File: config.mk
export PLATFORM = sky130hd
export DESIGN_NAME = ccd_vline_sequencer
export DESIGN_NICKNAME = d
export VERILOG_FILES = /design/src/rtl/ccd_vline_sequencer.sv
export SDC_FILE = /design/constraint.sdc
export NUM_CORES = 1
export LEC_CHECK = 0
export CAP_MARGIN = 10
export CORE_UTILIZATION = 50
export DETAILED_ROUTE_END_ITERATION = 8
export PLACE_DENSITY = 0.73
export REMOVE_ABC_BUFFERS = 1
export SLEW_MARGIN = 5
export SYNTH_ARGS = -nofsm -noshare
export SYNTH_HDL_FRONTEND = slang
export SYNTH_SLANG_ARGS = --single-unit
File: constraint.sdc
create_clock -name clk -period 2.7 [get_ports clk]
set_clock_uncertainty 0.2 [all_clocks]
set_input_delay 0.405 -clock clk [delete_from_list [all_inputs] [get_ports clk]]
set_output_delay 0.405 -clock clk [all_outputs]
set_load 0.02 [all_outputs]
File: src/rtl/ccd_vline_sequencer.sv
// Frame-level line sequencer in front of the CCD vertical-drive controller.
// Define VSEQ_FLUSH_EN to add the flush_lines port and a dummy-shift phase before the image lines.
module ccd_vline_sequencer #(
  parameter int LINE_W        = 12,
  parameter int WDOG_W        = 16,
  parameter int WDOG_CYCLES   = 1000,
  parameter int SETTLE_CYCLES = 4
) (
  input  logic              clk,
  input  logic              reset,
  input  logic              start,
  input  logic              abort,
  input  logic [LINE_W-1:0] num_lines,
`ifdef VSEQ_FLUSH_EN
  input  logic [LINE_W-1:0] flush_lines,
`endif
  input  logic [2:0]        vdrv_state,
  output logic              vdrv_trig,
  output logic              hread_start,
  input  logic              hread_done,
  output logic              busy,
  output logic [LINE_W-1:0] line_idx,
  output logic              frame_done,
  output logic              err
);

  typedef enum logic [3:0] {
    IDLE, FLUSH_TRIG, TRIG, WAIT_BUSY, WAIT_DONE, SETTLE, HREAD, DONE, ABORT_WAIT
  } state_t;

  localparam logic [WDOG_W-1:0] WDOG_LAST   = WDOG_W'(WDOG_CYCLES - 1);
  localparam logic [WDOG_W-1:0] SETTLE_LAST = WDOG_W'(SETTLE_CYCLES - 1);

  state_t            state;
  logic [LINE_W-1:0] num_lat;
  logic [LINE_W-1:0] flush_cnt;
  logic [LINE_W-1:0] flush_dec;
  logic [LINE_W-1:0] start_flush;
  logic [LINE_W-1:0] line_inc;
  logic [WDOG_W-1:0] tmr;
  logic              wdog_hit;

`ifdef VSEQ_FLUSH_EN
  assign start_flush = flush_lines;
`else
  // Without the flush phase the count is tied off, so FLUSH_TRIG can never be entered.
  assign flush_cnt   = '0;
  assign start_flush = '0;
`endif

  assign flush_dec = flush_cnt - LINE_W'(1);
  assign line_inc  = line_idx + LINE_W'(1);
  assign wdog_hit  = (tmr == WDOG_LAST) &&
                     (state == WAIT_BUSY || state == WAIT_DONE || state == HREAD);

  // tmr is the watchdog in the wait states and the settle counter in SETTLE; every
  // state change clears it.
  always_ff @(posedge clk or posedge reset) begin
    if (reset) begin
      state       <= IDLE;
      vdrv_trig   <= 1'b0;
      hread_start <= 1'b0;
      busy        <= 1'b0;
      line_idx    <= '0;
      frame_done  <= 1'b0;
      err         <= 1'b0;
      num_lat     <= '0;
      tmr         <= '0;
`ifdef VSEQ_FLUSH_EN
      flush_cnt   <= '0;
`endif
    end else begin
      // NOTE: pulse outputs default low here; a later non-blocking write in the same pass wins.
      vdrv_trig   <= 1'b0;
      hread_start <= 1'b0;
      frame_done  <= 1'b0;

      if (state == IDLE) begin
        if (start && !abort) begin
          num_lat  <= num_lines;
          line_idx <= '0;
          err      <= 1'b0;
          busy     <= 1'b1;
          tmr      <= '0;
`ifdef VSEQ_FLUSH_EN
          flush_cnt <= flush_lines;
`endif
          if (start_flush != '0)      state <= FLUSH_TRIG;
          else if (num_lines == '0)   state <= DONE;
          else                        state <= TRIG;
        end
      end else if (abort) begin
        state <= ABORT_WAIT;
        tmr   <= '0;
      end else if (wdog_hit) begin
        err   <= 1'b1;
        state <= ABORT_WAIT;
        tmr   <= '0;
      end else begin
        case (state)
          FLUSH_TRIG, TRIG: begin
            vdrv_trig <= 1'b1;
            state     <= WAIT_BUSY;
            tmr       <= '0;
          end
          WAIT_BUSY: begin
            // State 0 also covers the controller's initial deadtime; only nonzero proves the shift began.
            if (vdrv_state != 3'd0) begin
              state <= WAIT_DONE;
              tmr   <= '0;
            end else begin
              tmr <= tmr + WDOG_W'(1);
            end
          end
          WAIT_DONE: begin
            if (vdrv_state == 3'd0) begin
              tmr <= '0;
              if (flush_cnt != '0) begin
`ifdef VSEQ_FLUSH_EN
                flush_cnt <= flush_dec;
`endif
                if (flush_dec != '0)      state <= FLUSH_TRIG;
                else if (num_lat == '0)   state <= DONE;
                else                      state <= TRIG;
              end else if (SETTLE_CYCLES == 0) begin
                state       <= HREAD;
                hread_start <= 1'b1;
              end else begin
                state <= SETTLE;
              end
            end else begin
              tmr <= tmr + WDOG_W'(1);
            end
          end
          SETTLE: begin
            if (tmr == SETTLE_LAST) begin
              state       <= HREAD;
              hread_start <= 1'b1;
              tmr         <= '0;
            end else begin
              tmr <= tmr + WDOG_W'(1);
            end
          end
          HREAD: begin
            if (hread_done) begin
              line_idx <= line_inc;
              tmr      <= '0;
              state    <= (line_inc == num_lat) ? DONE : TRIG;
            end else begin
              tmr <= tmr + WDOG_W'(1);
            end
          end
          DONE: begin
            frame_done <= 1'b1;
            busy       <= 1'b0;
            state      <= IDLE;
          end
          ABORT_WAIT: begin
            if (vdrv_state == 3'd0) begin
              busy  <= 1'b0;
              state <= IDLE;
            end
          end
          default: begin
            busy  <= 1'b0;
            state <= IDLE;
            tmr   <= '0;
          end
        endcase
      end
    end
  end

endmodule
### Word level (Yosys, flattened, before mapping)

Index checks and enable logic that the tools add are counted.

* bits in registers: 49
* bits of input ports: 20

* reductions and logical operators: 21
* equal/unequal tests: 22
* add/subtract/negate cells: 2
* multiplexer cells: 50

Operator list (count)
* $mux 16: 8
* $pmux 16 s5: 1
* $mux 12: 6
* $mux 4: 9
* $pmux 4 s6: 1
* $mux 1: 22
* $add 16x1->16 const B: 1
* $eq 16x10->1 const B: 1
* $eq 16x2->1 const B: 1
* $eq 4x3->1 const B: 4
* $add 12x1->12 const B: 1
* $eq 12x12->1: 1
* $logic_not 12->1: 1
* $ne 5x3->1 const B: 2
* $ne 5x5->1 const B: 2
* $reduce_and 5->1: 2
* $eq 4x2->1 const B: 2
* $ne 2x1->1 const B: 4
* $mux 3: 2
* $reduce_and 6->1: 1
* $reduce_bool 2->1: 3
* $reduce_or 6->1: 1
* $ne 5x4->1 const B: 1
* $eq 4x1->1 const B: 1
* 13 further kinds: 17

### Longest topological paths before layout

* depth in word-level cells: 8
* depth in mapped cells: 9
* depth with buffers taken out: 7

### Worst setup path after synthesis

OpenSTA, ideal clock, no wires.

* kind: flip-flop to flip-flop
* from: register line_idx[1]
* to: register state[2]
* arrival time: 2.114 ns
* setup time: 0.088 ns
* period minus slack after synthesis: 2.402 ns
* stages on the path, launching flop included: 8
* setup slack: 0.298 ns
* cell sequence: dfrtp_1 -> ha_1 -> nand3_1 -> or3_1 -> xnor2_1 -> nor3_1 -> nand4_1 -> a41oi_1

* cells in the longest elaborated chain, start to end: 8

Ends and longest elaborated chain
* start, declared: line 22 `output logic [LINE_W-1:0] line_idx,`
* start signal, assigned: line 146 `line_idx <= line_inc;`
* $add 12x1->12: line 52 `assign line_inc = line_idx + LINE_W'(1);`
* $eq 12x12->1: line 148 `state <= (line_inc == num_lat) ? DONE : TRIG;`
* $mux 3: line 148
* $mux 4: line 145 `if (hread_done) begin`
* $pmux 4 s6: line 100 `case (state)`
* $mux 4: line 95 `end else if (wdog_hit) begin`
* $mux 4: line 92 `end else if (abort) begin`
* $mux 4: line 78 `if (state == IDLE) begin`
* end signal, assigned: line 148
* end, declared: line 34 `state_t state;`

Every way passes these cells. The select of a mux whose other input is x is not followed.
A chain may end at the register's enable or synchronous reset.

### Worst setup path in the final report

* from: register tmr[14]
* to: register state[2]

* cells in the longest elaborated chain, start to end: 5

Ends and longest elaborated chain
* start, declared: line 40 `logic [WDOG_W-1:0] tmr;`
* start signal, assigned: line 112 `tmr <= tmr + WDOG_W'(1);`
* start signal, assigned: line 132 `tmr <= tmr + WDOG_W'(1);`
* start signal, assigned: line 141 `tmr <= tmr + WDOG_W'(1);`
* parallel branches: the longest is 5 deep, another holds $eq 16x10->1

Several ways; the timed one is not identified.

==> impl_metrics.json <==
{
  "status": "finished clean",
  "synth-xor-area-share": 0.0466,
  "ys_ff_latch": 49,
  "yosysTopAreaCell": "dfrtp_1",
  "synth_top_family_by_area": "simple AND/OR/NAND/NOR gates",
  "die_h_microns": 79.5,
  "min_path_type": "in -> async",
  "gp_congestion": 0.934,
  "regToRegSetupSlack_ns": 0.15,
  "finalSetupViolations": 0,
  "regToRegStartpoint": "tmr[14]$_DFFE_PP0P_",
  "grt-busiest-layer": "met2",
  "grt_use_met2": 0.406,
  "io_buffers": 36,
  "startpoint": "tmr[14]$_DFFE_PP0P_",
  "ant_nets": 0,
  "p_per_area_nw_per_um2": 679,
  "worst_setup_path_start_kind": "flip-flop",
  "num_vias": 2788,
  "grt_pass1_vias": 2693,
  "yosys_warnings": 0,
  "die_w_microns": 79.5,
  "grt_usage": 0.264,
  "synth-simple-area-share": 0.246,
  "synth.top_cell.area_share": 0.408,
  "critPathMaxFanout": 8,
  "period_needed_ns": 2.55,
  "synth_area_leaders": "dfrtp_1, o21ai_0, mux2_2",
  "grt_util_met1": 0.372,
  "yosysUniqueCellTypes": 54,
  "synth_edf_count": 0,
  "routedWlPerCell_microns": 16.3,
  "cts_buffer_depth": 2,
  "dieArea_sq_um": 6330,
  "cp.arrival_ns": 2.53,
  "dr.pass1.iters": 4,
  "syn_inst": 338,
  "endpoint_kind": "flip-flop",
  "slew_violations": 0,
  "clk_latency_ns": 0.31,
  "gr-total-overflow": 0,
  "finalPower_mw": 2.49,
  "power_leakage_nw": 1.42,
  "initial_utilization": 0.533,
  "nFillCells": 488,
  "irDropWorstVdd_mv": 0.536,
  "clock_sinks": 49,
  "wirelength_microns": 7460,
  "cts_tree": "built",
  "coreArea_sq_um": 5640,
  "layout.nets": 407,
  "worst_slew_pin_slew_ns": 0.626,
  "synth_fa_ha_area_frac": 0.00833,
  "rows": 27,
  "diodes": 0,
  "drt-initial-drc-count": 257,
  "timing.fmax_mhz": 392,
  "drv_cap": 0,
  "grt_pass1_wl_microns": 12900,
  "avgSynthCellArea_sq_um": 8.89,
  "synth_compound_gate_area_share": 0.198,
  "synthArstFlopShare": 1.00,
  "drc": 0,
  "cp.required_ns": 2.68,
  "syn_area_sq_um": 3010,
  "place_hpwl_microns": 5430,
  "relSlewSlack": 0.582,
  "min_period_over_period": 0.944,
  "clk_pin_slew_ns": 0.10,
  "htreeDepth": 2,
  "muxShareOfSynthArea": 0.0483,
  "ys.flop_type": "dfrtp_1",
  "pin_count": 37,
  "root_buffer": "clkbuf_8",
  "antenna_found_initial": 0,
  "syn2layout_area_growth_pct": 22.2,
  "avgViaCountPerCell": 6.09,
  "cts_buffers": 5,
  "utilization": 0.651,
  "grt_max_degree": 31,
  "use_met3": 0.0411,
  "holdBufCountCts": 0,
  "synth-seq-area-share": 0.408,
  "hold_viol": 0,
  "drive_above_1_share": 0.155,
  "crit_type": "reg -> reg"
}
-- through the flow --
| stage | setup TNS [ns] | instance area, sq um | worst slack [ns] | hold WS (ns) | cells |
|---|---|---|---|---|---|
| floorplan | -0.547 | 2920 | -0.0590 | 0.278 | 318 |
| global placement | 0 | 3540 | 0.0414 | 0.276 | 448 |
| detailed placement | -0.170 | 3540 | -0.0922 | 0.283 | 448 |
| CTS | 0 | 3630 | 0.0466 | 0.309 | 456 |
| global route | -0.00545 | 3670 | -0.00545 | 0.339 | 458 |
| finish | 0 | 3670 | 0.151 | 0.294 | 458 |
-- synthesized netlist by cell type (7+ instances only) --
| master | number |
|---|---|
| xor2_1 | 7 |
| clkbuf_1 | 8 |
| and3_1 | 7 |
| a21oi_1 | 17 |
| mux2_2 | 12 |
| o21ai_0 | 28 |
| dfrtp_1 | 49 |
| or3_1 | 8 |
| xnor2_1 | 9 |
| nand4_1 | 8 |
| nand3_1 | 13 |
| nor2_1 | 14 |
| inv_1 | 12 |
| o31ai_1 | 10 |
| nand2_1 | 32 |
| buf_2 | 12 |
| nor3_1 | 11 |
| nor4_1 | 7 |
-- final timing paths --
path	to	depth (start not counted)
hold reg to reg	err$_DFFE_PP0P_	1
hold / removal	line_idx[2]$_DFFE_PP0P_	2
max in group asynchronous	hread_start$_DFF_PP0_	3
min in group clk	err$_DFFE_PP0P_	1
setup / recovery	state[2]$_DFFE_PP0P_	6
setup reg to reg	state[2]$_DFFE_PP0P_	6
-- timing repair --
item | CTS | global route
endpoints found under the setup margin | 0 | 18
setup buffers | 0 | 2
resized for setup | 0 | 5
-- critical path, stage by stage, from the launching register on --
cell,delay [ns]
dfrtp_1,0.43
nor4_2,0.40
nand4_1,0.28
a311oi_4,0.55
a21oi_1,0.17
o22ai_1,0.25
a41oi_1,0.14
-- cell families (layout without fill, tap and decap cells) --
family / count (synthesis) / in the layout
simple gates: 134 / 134
fa+ha+maj: 2 / 2
xor+xnor: 16 / 16
compound gates: 92 / 92
flops: 49 / 49
buf+inv: 32 / 80
mux: 13 / 13
-- metal layers --
metal | vias to the layer above | routed length [microns]
met5 | - | 0
met4 | 0 | 126
met3 | 12 | 365
met2 | 85 | 3490
met1 | 1344 | 3480
li1 | 1347 | -
-- area by class of cell --
cell class | count | area, sq um | area share
Tap cell | 72 | 90.1 | 0.0245
Clock buffer | 5 | 68.8 | 0.0187
Inverter | 12 | 45.0 | 0.0123
Clock inverter | 3 | 17.5 | 0.00477
Sequential cell | 49 | 1230 | 0.334
Timing Repair Buffer | 60 | 553 | 0.151
Multi-Input combinational cell | 257 | 1670 | 0.455
-- state kept, by name, indices dropped and copies added, names as in the netlist --
name	cells
state	4
hread_start	1
busy	1
line_idx	12
vdrv_trig	1
frame_done	1
tmr	16
num_lat	12
err	1
-- cell usage in the layout, fill, tap and decap left out, drive strengths merged, types with 3 or more instances in the layout --
| cell | instances |
|---|---|
| nand2 | 32 |
| or4 | 6 |
| inv | 12 |
| or2 | 3 |
| a31oi | 3 |
| or3 | 8 |
| a21oi | 17 |
| a41oi | 3 |
| nor3 | 12 |
| buf | 24 |
| clkbuf | 5 |
| nand2b | 6 |
| mux2 | 12 |
| o31ai | 10 |
| nand4 | 8 |
| dfrtp | 49 |
| nand3 | 13 |
| clkdlybuf4s50 | 36 |
| nor4 | 10 |
| xor2 | 7 |
| and2 | 4 |
| nor2 | 14 |
| nor2b | 5 |
| xnor2 | 9 |
| o21ai | 33 |
| and3 | 7 |
-- report_power, final --
part	total, mW	leakage [nW]	switching (mW)	internal (mW)
logic	1.04	0.725	0.534	0.508
registers	1.01	0.652	0.154	0.857
clock network	0.441	0.0439	0.261	0.180
total	2.49	1.42	0.949	1.54
(Power assumes the default switching activity.)
